--- src/rtl/led_arb_pkg.sv ---
// Shared types and sizing helpers for the LED display arbiter.
package led_arb_pkg;

  localparam int LED_W = 16;

  typedef enum logic [1:0] {
    IDLE = 2'd0,
    HOLD = 2'd1,
    GAP  = 2'd2
  } arb_state_t;

  // Hold counter width; at least one bit so HOLD_CYCLES==2 still has a counter.
  function automatic int cnt_w(input int hold_cycles);
    return (hold_cycles > 2) ? $clog2(hold_cycles) : 1;
  endfunction

endpackage

--- src/rtl/led_rr_picker.sv ---
// Combinational round-robin picker: first active request after i_ptr, wrapping.
module led_rr_picker #(
  parameter int NUM_REQ = 4,
  parameter int PTR_W   = 2
) (
  input  logic [NUM_REQ-1:0] i_req,
  input  logic [PTR_W-1:0]   i_ptr,
  output logic [NUM_REQ-1:0] o_winner,
  output logic               o_vld
);

  logic w_found;

  always_comb begin
    o_winner = '0;
    w_found  = 1'b0;
    for (int k = 1; k <= NUM_REQ; k++) begin
      if (!w_found && i_req[(int'(i_ptr) + k) % NUM_REQ]) begin
        o_winner[(int'(i_ptr) + k) % NUM_REQ] = 1'b1;
        w_found = 1'b1;
      end
    end
    o_vld = w_found;
  end

endmodule

--- src/rtl/led_display_arbiter.sv ---
// Round-robin owner of the 16-LED bank with a rotating heartbeat when idle.
// Optional macro LED_ARB_PREEMPT_EN: requester 0 is high priority and preempts holders.
module led_display_arbiter
  import led_arb_pkg::*;
#(
  parameter int               NUM_REQ     = 4,
  parameter int               HOLD_CYCLES = 50000000,
  parameter logic [LED_W-1:0] IDLE_SEED   = 16'h0001
) (
  input  logic                     clk100m,
  input  logic                     rstn,
  input  logic [NUM_REQ-1:0]       req,
  input  logic [LED_W*NUM_REQ-1:0] pattern,
  output logic [NUM_REQ-1:0]       grant,
  output logic [NUM_REQ-1:0]       done,
  output logic                     busy,
  output logic [LED_W-1:0]         leds
);

  localparam int               PTR_W    = $clog2(NUM_REQ);
  localparam int               CNT_W    = cnt_w(HOLD_CYCLES);
  localparam logic [CNT_W-1:0] CNT_LAST = CNT_W'(HOLD_CYCLES - 1);
  localparam logic [PTR_W-1:0] PTR_RST  = PTR_W'(NUM_REQ - 1);

  arb_state_t         r_state, w_state_nxt;
  logic [CNT_W-1:0]   r_cnt, w_cnt_nxt;
  logic [PTR_W-1:0]   r_ptr, w_ptr_nxt;
  logic [PTR_W-1:0]   r_owner, w_owner_nxt;
  logic [NUM_REQ-1:0] r_grant, w_grant_nxt;
  logic [NUM_REQ-1:0] r_done, w_done_nxt;
  logic               r_busy, w_busy_nxt;
  logic [LED_W-1:0]   r_leds, w_leds_nxt;
  logic [LED_W-1:0]   r_hb, w_hb_nxt;

  logic [NUM_REQ-1:0] w_rr_win;
  logic               w_rr_vld;
  logic [NUM_REQ-1:0] w_win;
  logic [PTR_W-1:0]   w_win_idx;
  logic               w_take;
  logic               w_last;

  led_rr_picker #(
    .NUM_REQ (NUM_REQ),
    .PTR_W   (PTR_W)
  ) u_picker (
    .i_req    (req),
    .i_ptr    (r_ptr),
    .o_winner (w_rr_win),
    .o_vld    (w_rr_vld)
  );

`ifdef LED_ARB_PREEMPT_EN
  assign w_win = req[0] ? NUM_REQ'(1) : w_rr_win;
`else
  assign w_win = w_rr_win;
`endif

  always_comb begin
    w_win_idx = '0;
    for (int i = 0; i < NUM_REQ; i++) begin
      if (w_win[i]) w_win_idx = PTR_W'(i);
    end
  end

  assign w_last = (r_cnt == CNT_LAST);

  always_ff @(posedge clk100m) begin
    if (!rstn) begin
      r_state <= IDLE;
      r_cnt   <= '0;
      r_ptr   <= PTR_RST;
      r_owner <= '0;
      r_grant <= '0;
      r_done  <= '0;
      r_busy  <= 1'b0;
      r_leds  <= IDLE_SEED;
      r_hb    <= IDLE_SEED;
    end else begin
      r_state <= w_state_nxt;
      r_cnt   <= w_cnt_nxt;
      r_ptr   <= w_ptr_nxt;
      r_owner <= w_owner_nxt;
      r_grant <= w_grant_nxt;
      r_done  <= w_done_nxt;
      r_busy  <= w_busy_nxt;
      r_leds  <= w_leds_nxt;
      r_hb    <= w_hb_nxt;
    end
  end

  always_comb begin
    w_state_nxt = r_state;
    w_cnt_nxt   = r_cnt;
    w_ptr_nxt   = r_ptr;
    w_owner_nxt = r_owner;
    w_grant_nxt = r_grant;
    w_done_nxt  = '0;
    w_busy_nxt  = r_busy;
    w_leds_nxt  = r_leds;
    w_hb_nxt    = r_hb;
    w_take      = 1'b0;

    case (r_state)
      IDLE: begin
        if (w_rr_vld) begin
          w_take   = 1'b1;
          w_hb_nxt = r_leds;
        end else if (w_last) begin
          w_leds_nxt = {r_leds[LED_W-2:0], r_leds[LED_W-1]};
          w_cnt_nxt  = '0;
        end else begin
          w_cnt_nxt = r_cnt + CNT_W'(1);
        end
      end
      HOLD: begin
        // Completion wins over a same-cycle drop so the owner still sees done.
        if (w_last) begin
          w_done_nxt  = r_grant;
          w_grant_nxt = '0;
          w_busy_nxt  = 1'b0;
          w_cnt_nxt   = '0;
          w_state_nxt = GAP;
        end
`ifdef LED_ARB_PREEMPT_EN
        else if ((r_owner != '0) && req[0]) begin
          w_grant_nxt = NUM_REQ'(1);
          w_leds_nxt  = pattern[LED_W-1:0];
          w_owner_nxt = '0;
          w_cnt_nxt   = '0;
        end
`endif
        else if (!req[r_owner]) begin
          w_grant_nxt = '0;
          w_busy_nxt  = 1'b0;
          w_cnt_nxt   = '0;
          w_state_nxt = GAP;
        end else begin
          w_cnt_nxt = r_cnt + CNT_W'(1);
        end
      end
      GAP: begin
        if (w_rr_vld) begin
          w_take = 1'b1;
        end else begin
          w_leds_nxt  = r_hb;
          w_cnt_nxt   = '0;
          w_state_nxt = IDLE;
        end
      end
      default: w_state_nxt = IDLE;
    endcase

    if (w_take) begin
      w_state_nxt = HOLD;
      w_grant_nxt = w_win;
      w_busy_nxt  = 1'b1;
      w_leds_nxt  = pattern[LED_W*int'(w_win_idx) +: LED_W];
      w_cnt_nxt   = '0;
      w_ptr_nxt   = w_win_idx;
      w_owner_nxt = w_win_idx;
    end
  end

  assign grant = r_grant;
  assign done  = r_done;
  assign busy  = r_busy;
  assign leds  = r_leds;

endmodule
--- config.mk ---
export PLATFORM = sky130hd
export DESIGN_NAME = led_display_arbiter
export DESIGN_NICKNAME = d
export VERILOG_FILES = /design/src/rtl/led_arb_pkg.sv /design/src/rtl/led_rr_picker.sv /design/src/rtl/led_display_arbiter.sv
export SDC_FILE = /design/constraint.sdc
export NUM_CORES = 1
export LEC_CHECK = 0
export ABC_AREA = 0
export BUFFER_PORTS_ARGS = -buffer_cell sky130_fd_sc_hd__buf_2
export CORE_ASPECT_RATIO = 0.8
export CORE_MARGIN = 5
export CORE_UTILIZATION = 55
export DETAILED_ROUTE_END_ITERATION = 8
export PLACE_DENSITY_LB_ADDON = 0.05
export SETUP_SLACK_MARGIN = 0.3
export SYNTH_ARGS = -nofsm -noshare
export SYNTH_HDL_FRONTEND = slang
export SYNTH_SLANG_ARGS = --single-unit
--- constraint.sdc ---
create_clock -name clk100m -period 3.3 [get_ports clk100m]
set_input_delay 0.33 -clock clk100m [delete_from_list [all_inputs] [get_ports clk100m]]
set_output_delay 0.33 -clock clk100m [all_outputs]
set_load 0.01 [all_outputs]
-- Word level (Yosys, flattened, before mapping)
Index checks and enable logic that the tools add are counted.
- bits in registers: 73
- input bits: 70
- output and inout bits: 25
- word-level logic and storage cells: 131
- add/sub/neg operators: 5
- order comparisons: 9
- equality and inequality tests: 12
- shift-type cells: 1
- mux-type cells: 59
- bitwise operators: 9
- reductions and logical operators: 26
- operators with widths (operator ; number):
    $mux W26 ; 5
    $pmux W26 S3 ; 1
    $mux W16 ; 4
    $shiftx A64 B7 Y16 ; 1
    $mux W4 ; 8
    $pmux W16 S2 ; 1
    $add A26 B1 Y26 const B ; 1
    $eq A26 B26 Y1 const B ; 1
    $mux W1 ; 25
    $lt A3 B4 Y1 const B ; 4
    $ne A3 B3 Y1 const B ; 5
    $reduce_and A3 Y1 ; 5
    $ge A3 B1 Y1 const B ; 4
    $or A4 B4 Y4 ; 3
    $reduce_or A2 Y1 ; 6
    $bmux W1 S2 ; 5
    $mux W2 ; 5
    $demux W1 S2 ; 4
    $logic_and A1 B1 Y1 ; 7
    $ne A2 B2 Y1 const B ; 3
    $pmux W2 S3 ; 1
    $reduce_bool A3 Y1 ; 2
    $add A2 B1 Y2 const B ; 2
    $add A2 B2 Y2 const B ; 2
    10 further kinds ; 16

-- Longest topological paths before layout
- depth after elaboration: 21
- gate-level depth with buffers: 11
- mapped depth without buffers: 8

-- Cells and area by module
From an unflattened synthesis, not the netlist that was laid out.
- cells, all modules: 539
- area, all modules: 4448.0 um^2
- by module, submodules not included (module ; times used ; cells an instance ; area each (um^2)):
    led_display_arbiter ; 1 ; 491 ; 4032.6
    led_rr_picker ; 1 ; 48 ; 415.4

-- Worst setup path before layout
OpenSTA, ideal clock, no wires.
- kind: register -> register
- start: reg r_ptr[0]
- end: reg r_leds[1] (netlist: leds[1])
- setup time: 0.150 ns
- arrival: 2.406 ns
- required time: 3.150 ns
- path slack: 0.744 ns
- cell stages (with the launch flop): 12
- buffers on the path: 3
- period minus slack after synthesis: 2.556 ns
- path through: dfxtp_1 buf_6 inv_1 ha_1 mux4_2 a21oi_1 a21oi_2 or2_1 buf_6 buf_6 a221oi_2 a221oi_2
- cells in the longest elaborated chain, start to end: 19
- elaborated cells on any way between the ends: 74
- classes of those cells: 4 x add/sub; 8 x order compare; 2 x eq/ne; 1 x shift; 36 x mux; 7 x bitwise; 16 x reduce/logical
- RTL lines (element ; line ; RTL):
    start, declared ; led_display_arbiter.sv:27 ; logic [PTR_W-1:0] r_ptr, w_ptr_nxt;
    start signal, assigned ; led_display_arbiter.sv:81 ; r_ptr <= w_ptr_nxt;
    $add A2 B1 Y2 ; led_rr_picker.sv:18, led_rr_picker.sv:19 ;
    $reduce_or A2 Y1 (no line) or $bmux W1 S2 (tied branches) ; n/a ;
    $and A1 B1 Y1 (no line) or $mux W1 (tied branches) ; n/a ;
    $lt A3 B4 Y1 (not written as such) (tied with other cells) ; led_rr_picker.sv:19 ; o_winner[(int'(i_ptr) + k) % NUM_REQ] = 1'b1;
    $logic_and A1 B1 Y1 (not written as such) or $mux W1 (tied branches) ; led_rr_picker.sv:19, led_rr_picker.sv:18 ;
    $mux W1 (not written as such) or $logic_not A1 Y1 (tied branches) ; led_rr_picker.sv:19, led_rr_picker.sv:18 ;
    $demux W1 S2 or $logic_and A1 B1 Y1 (tied branches) ; n/a ;
    $mux W4 or $mux W1 (tied branches) ; led_rr_picker.sv:18 ; if (!w_found && i_req[(int'(i_ptr) + k) % NUM_REQ]) begin
    [... 2 more ...] ; n/a ;
    $or A4 B4 Y4 (no line) or $mux W1 (tied branches) ; n/a ;
    $mux W4 or $logic_not A1 Y1 (tied branches) ; led_rr_picker.sv:18 ;
    $or A4 B4 Y4 (no line) or $logic_and A1 B1 Y1 (tied branches) ; n/a ;
    $mux W4 ; led_rr_picker.sv:18 ;
    $mux W1 ; led_display_arbiter.sv:61 ; if (w_win[i]) w_win_idx = PTR_W'(i);
    $mux W2 (2 in a row) ; led_display_arbiter.sv:61 ;
    $shiftx A64 B7 Y16 ; led_display_arbiter.sv:157 ; w_leds_nxt = pattern[LED_W*int'(w_win_idx) +: LED_W];
    $mux W16 ; led_display_arbiter.sv:153 ; if (w_take) begin
    end signal, assigned ; led_display_arbiter.sv:86 ; r_leds <= w_leds_nxt;
    end, declared ; led_display_arbiter.sv:32 ; logic [LED_W-1:0] r_leds, w_leds_nxt;
Several ways; a longest one is shown, not always the timed one. The select of a mux whose other input is x is not followed.
A chain may end at the register's enable or synchronous reset.

-- Final worst setup path
- start: reg r_state[0]
- end: reg r_grant[0] (netlist: grant[0])
- cells in the longest elaborated chain, start to end: 5
- elaborated cells on any way between the ends: 9
- classes of those cells: 3 x eq/ne; 2 x mux; 4 x reduce/logical
- RTL lines (element ; line ; RTL):
    start, declared ; led_display_arbiter.sv:25 ; arb_state_t r_state, w_state_nxt;
    start signal, assigned ; led_display_arbiter.sv:79 ; r_state <= w_state_nxt;
    $eq A2 B2 Y1 or $logic_not A2 Y1 (tied branches) ; led_display_arbiter.sv:103 ; case (r_state)
    $reduce_or A2 Y1 (no line) ; n/a ;
    $mux W1 ; n/a ;
    $ne A3 B3 Y1 (no line) or $reduce_bool A2 Y1 (tied branches) ; n/a ;
    $reduce_and A2 Y1 (no line) ; n/a ;
    end signal, assigned ; led_display_arbiter.sv:83 ; r_grant <= w_grant_nxt;
    end, declared ; led_display_arbiter.sv:29 ; logic [NUM_REQ-1:0] r_grant, w_grant_nxt;
Several ways; a longest one is shown, not always the timed one.

==> run summary <==
OUTCOME
--------------------------------------------------------------------------------------------------------
Run status                                                                                  finished clean

ROUTING
--------------------------------------------------------------------------------------------------------
Iteration-0 DRC count of the detailed router                                                         354
1st-pass router iterations                                                                             6
Detailed-route DRC error count                                                                         0
WL final                                                                                        12830 um
Post-DR vias/cell                                                                                  6.094
Routed wire per std cell                                                                        17.74 um
Via total after detailed routing                                                                    4406
Number of nets still failing antenna checks after routing                                              0

FLOORPLAN
--------------------------------------------------------------------------------------------------------
Core area                                                                                       7874 um2
Area of the die                                                                                 9906 um2
Effective utilization at floorplan                                                                55.92%
Height of the die                                                                               90.03 um
Cell Rows                                                                                             29
Die width                                                                                       110.0 um
Number of ports placed on the die boundary                                                            95

GRT
--------------------------------------------------------------------------------------------------------
GRT Total Usage                                                                                   25.69%
Vias in the first global route                                                                      4036
Global route total overflow                                                                            0
Wire length of the first global-routing pass                                                    20470 um
Largest net degree at the start of global routing                                                     38
Initial antenna violation count                                                                        0

STA
--------------------------------------------------------------------------------------------------------
Worst Skew                                                                                    0.01256 ns
Worst slew margin                                                                                 26.58%
Share of the cycle needed by the critical path after routing                                      87.40%
Number of endpoints failing setup at the final stage                                                   0
Slew at the pin closest to its max-slew limit                                                   1.099 ns
Max Clock Freq                                                                                 346.7 MHz
Number of hold violations in the final report                                                          0
Unrepaired setup endpoints after global routing                                                       no
Minimum clock period                                                                            2.884 ns
Sum of negative setup slack                                                                         0 ns
Slew Viols, Final                                                                                      0

LOGIC SYNTHESIS
--------------------------------------------------------------------------------------------------------
Most instantiated flip-flop cell in the synthesis netlist                                   sky130_fd_sc_hd__dfxtp_1
Fraction of registers with async set or reset after synthesis                                         0%
Leading area contributor after synthesis                                                    sky130_fd_sc_hd__dfxtp_1
Number of nets in the synthesized netlist                                                            609
Synthesized instance count                                                                           528
Leading post-synthesis cells by cell area                                                   sky130_fd_sc_hd__dfxtp_1 33%, sky130_fd_sc_hd__nand2_1 7.8%, sky130_fd_sc_hd__a221oi_2 6.8%, sky130_fd_sc_hd__nor2_1 3.8%, sky130_fd_sc_hd__a21oi_1 3.2%
Fraction of post-synthesis cell area in the top cell type by area                                 33.19%
Number of storage elements in the synthesis netlist                                                   73
Per-instance average area after synthesis                                                      8.339 um2
Synth warn                                                                                             0
Post-synth cell types                                                                                 58
Post-synthesis sequential area ratio                                                              33.19%
Number of enable-type register cells in the synthesized netlist                                        0
Area of the mapped netlist                                                                      4403 um2

PLACEMENT
--------------------------------------------------------------------------------------------------------
Post-DP HPWL                                                                                     9202 um
GP Congestion                                                                                     0.9048
Buffers added on ports                                                                                94

CLOCK NETWORK
--------------------------------------------------------------------------------------------------------
Clock tree root buffer cell                                                                 sky130_fd_sc_hd__clkbuf_8
Number of buffers on the longest clock path                                                            2
Post-CTS clock slew at the launch and capture registers of the worst setup and hold paths        0.09 ns
Number of H-tree levels                                                                                3
Inserted Clock Buffers                                                                                 9
Clock insertion delay at the later pin of the skew report                                        0.36 ns
TritonCTS clock tree                                                                                done
Clock Sink Count                                                                                      73
Total of hold buffers inserted after clock tree synthesis                                              0

FLOW RUN
--------------------------------------------------------------------------------------------------------
Maximum Capacitance Violations                                                                         0

CELLS AND AREA
--------------------------------------------------------------------------------------------------------
Growth of design area from synthesis to finish                                                    15.83%
Commonest non-fill, non-tap cells in the layout                                             94 x sky130_fd_sc_hd__buf_2, 91 x sky130_fd_sc_hd__nand2_1, 73 x sky130_fd_sc_hd__dfxtp_1
Most common cell after layout, fill and taps aside                                          sky130_fd_sc_hd__buf_2
Core occupancy in the finished layout                                                             64.77%
Number of nets in the layout                                                                         691
Fraction of final layout cells with drive strength greater than 1                                 25.20%
Fillcell total                                                                                       729
ANT cells                                                                                              0

WORST SETUP PATH
--------------------------------------------------------------------------------------------------------
Worst Path Arrival                                                                               3.17 ns
Startpoint types                                                                               flip-flop
End point of the critical path                                                                  grant[0]
Worst reg2reg path endpoint                                                                     grant[0]
Highest net fanout along the worst path                                                                9
Required time at the worst-slack endpoint                                                        3.58 ns
Reg-to-reg critical path startpoint                                                           r_state[0]
CP Class                                                                                         reg2reg
Minimum setup slack among reg-to-reg paths                                                       0.42 ns
Worst setup startpoint                                                                        r_state[0]
Reg2Reg Depth                                                                                          8
Worst Setup End Kind                                                                           flip-flop

WORST HOLD PATH
--------------------------------------------------------------------------------------------------------
Min-delay worst type                                                                              in2reg

POWER AND IR DROP
--------------------------------------------------------------------------------------------------------
Leakage dissipation                                                                             1.992 nW
PnR Total Power                                                                                 3.543 mW
Pwr Density                                                                                 694.8 nW/um2
Maximum vdd drop                                                                               0.4829 mV

-- area by class of cell --
| cell class | instances | area, um2 | share of cell area [%] |
|---|---|---|---|
| clock buffer | 9 | 123.9 | 2.429 |
| clock inverter | 7 | 76.32 | 1.497 |
| inverter | 27 | 101.3 | 1.987 |
| multi-input combinational | 397 | 2671 | 52.38 |
| sequential | 73 | 1461 | 28.66 |
| tap | 108 | 135.1 | 2.650 |
| timing repair buffer | 102 | 530.5 | 10.40 |
-- critical path, stage by stage, from the launching register on --
cell and delay, ns:
sky130_fd_sc_hd__dfxtp_1 0.38, sky130_fd_sc_hd__inv_1 0.14, sky130_fd_sc_hd__ha_1 0.28, sky130_fd_sc_hd__nor2_1 0.11, sky130_fd_sc_hd__nor2_1 0.56, sky130_fd_sc_hd__a41oi_1 0.23, sky130_fd_sc_hd__a221o_1 0.54, sky130_fd_sc_hd__or3_1 0.40
sky130_fd_sc_hd__a21oi_1 0.16
-- stage by stage --
stage          setup slack [ns]  cells  instance area (um2)  hold slack (ns)
6_report                 0.4159    723                 5100           0.2641
4_1_cts                  0.3270    723                 5087           0.2660
3_3_place_gp             0.3677    707                 4887           0.4417
2_1_floorplan            0.7440    528                 4403           0.4362
5_1_grt                  0.3062    723                 5100           0.2627
3_5_place_dp             0.2103    707                 4887           0.4483
-- how the worst min path moves through the flow --
stage,from,end,slack (ns),depth (start not counted)
6_report,rstn,r_ptr[1],0.26,2
3_3_place_gp,r_hb[2],r_hb[2],0.44,2
3_5_place_dp,r_hb[2],r_hb[2],0.45,2
4_1_cts,rstn,r_ptr[1],0.27,2
5_1_grt,rstn,r_ptr[1],0.26,2
2_1_floorplan,r_hb[10],r_hb[10],0.44,2
-- routing by layer --
layer	GRT usage, %	up-vias	wire [um]
li1	-	2107	-
met1	38.93	2070	5846
met2	36.97	215	5660
met3	5.516	14	1187
met4	5.607	0	131
met5	0	-	0
-- cells in the mapped netlist, types with 2 or more instances --
cell type / n
sky130_fd_sc_hd__mux2i_1: 3
sky130_fd_sc_hd__xnor2_1: 12
sky130_fd_sc_hd__nand3_1: 9
sky130_fd_sc_hd__o21ai_1: 2
sky130_fd_sc_hd__a31oi_1: 17
sky130_fd_sc_hd__and4_1: 5
sky130_fd_sc_hd__nand4_1: 4
sky130_fd_sc_hd__buf_2: 7
sky130_fd_sc_hd__nand2_1: 91
sky130_fd_sc_hd__a21oi_1: 28
sky130_fd_sc_hd__nand2b_1: 2
sky130_fd_sc_hd__a221oi_2: 20
sky130_fd_sc_hd__clkbuf_1: 15
sky130_fd_sc_hd__a221oi_1: 11
sky130_fd_sc_hd__nor3b_1: 2
sky130_fd_sc_hd__xor2_1: 11
sky130_fd_sc_hd__nand4b_1: 2
sky130_fd_sc_hd__nor4_1: 3
sky130_fd_sc_hd__nor4b_1: 2
sky130_fd_sc_hd__a21o_1: 5
sky130_fd_sc_hd__and2_1: 5
sky130_fd_sc_hd__buf_4: 3
sky130_fd_sc_hd__ha_1: 11
sky130_fd_sc_hd__a211oi_1: 3
sky130_fd_sc_hd__nand3b_1: 5
sky130_fd_sc_hd__inv_1: 26
sky130_fd_sc_hd__o221ai_1: 16
sky130_fd_sc_hd__nor4_2: 2
sky130_fd_sc_hd__and3_1: 4
sky130_fd_sc_hd__dfxtp_1: 73
sky130_fd_sc_hd__nor3_1: 19
sky130_fd_sc_hd__or3_1: 6
sky130_fd_sc_hd__nor2_1: 44
sky130_fd_sc_hd__or4_1: 3
sky130_fd_sc_hd__mux4_2: 3
sky130_fd_sc_hd__o21ai_0: 10
sky130_fd_sc_hd__o21a_1: 2
sky130_fd_sc_hd__buf_6: 5
sky130_fd_sc_hd__o211ai_1: 18
-- flip-flops by register name, summed over array words and instances (netlist names) --
name     count
r_owner      2
r_hb        16
busy         1
r_state      2
grant        4
leds        16
r_ptr        2
done         4
r_cnt       26
-- cell families after synthesis --
family	synth area share (%)
muxes	2.813
buffers and inverters	6.507
and+or+nand+nor	23.67
adders and majority gates	3.126
DFF	33.19
xor gates and xnor gates	4.575
AOI/OAI and AO/OA	26.12
-- timing repair --
item,CTS,global route
endpoints found under the setup margin,12,16
gates resized for setup,1,4
buffers inserted,0,0
-- where the power goes --
part | switching (mW) | internal, mW
combinational | 1.04 | 0.645
sequential | 0.128 | 1.00
clock | 0.378 | 0.354
Note: power is estimated with default switching activity, not from simulation.
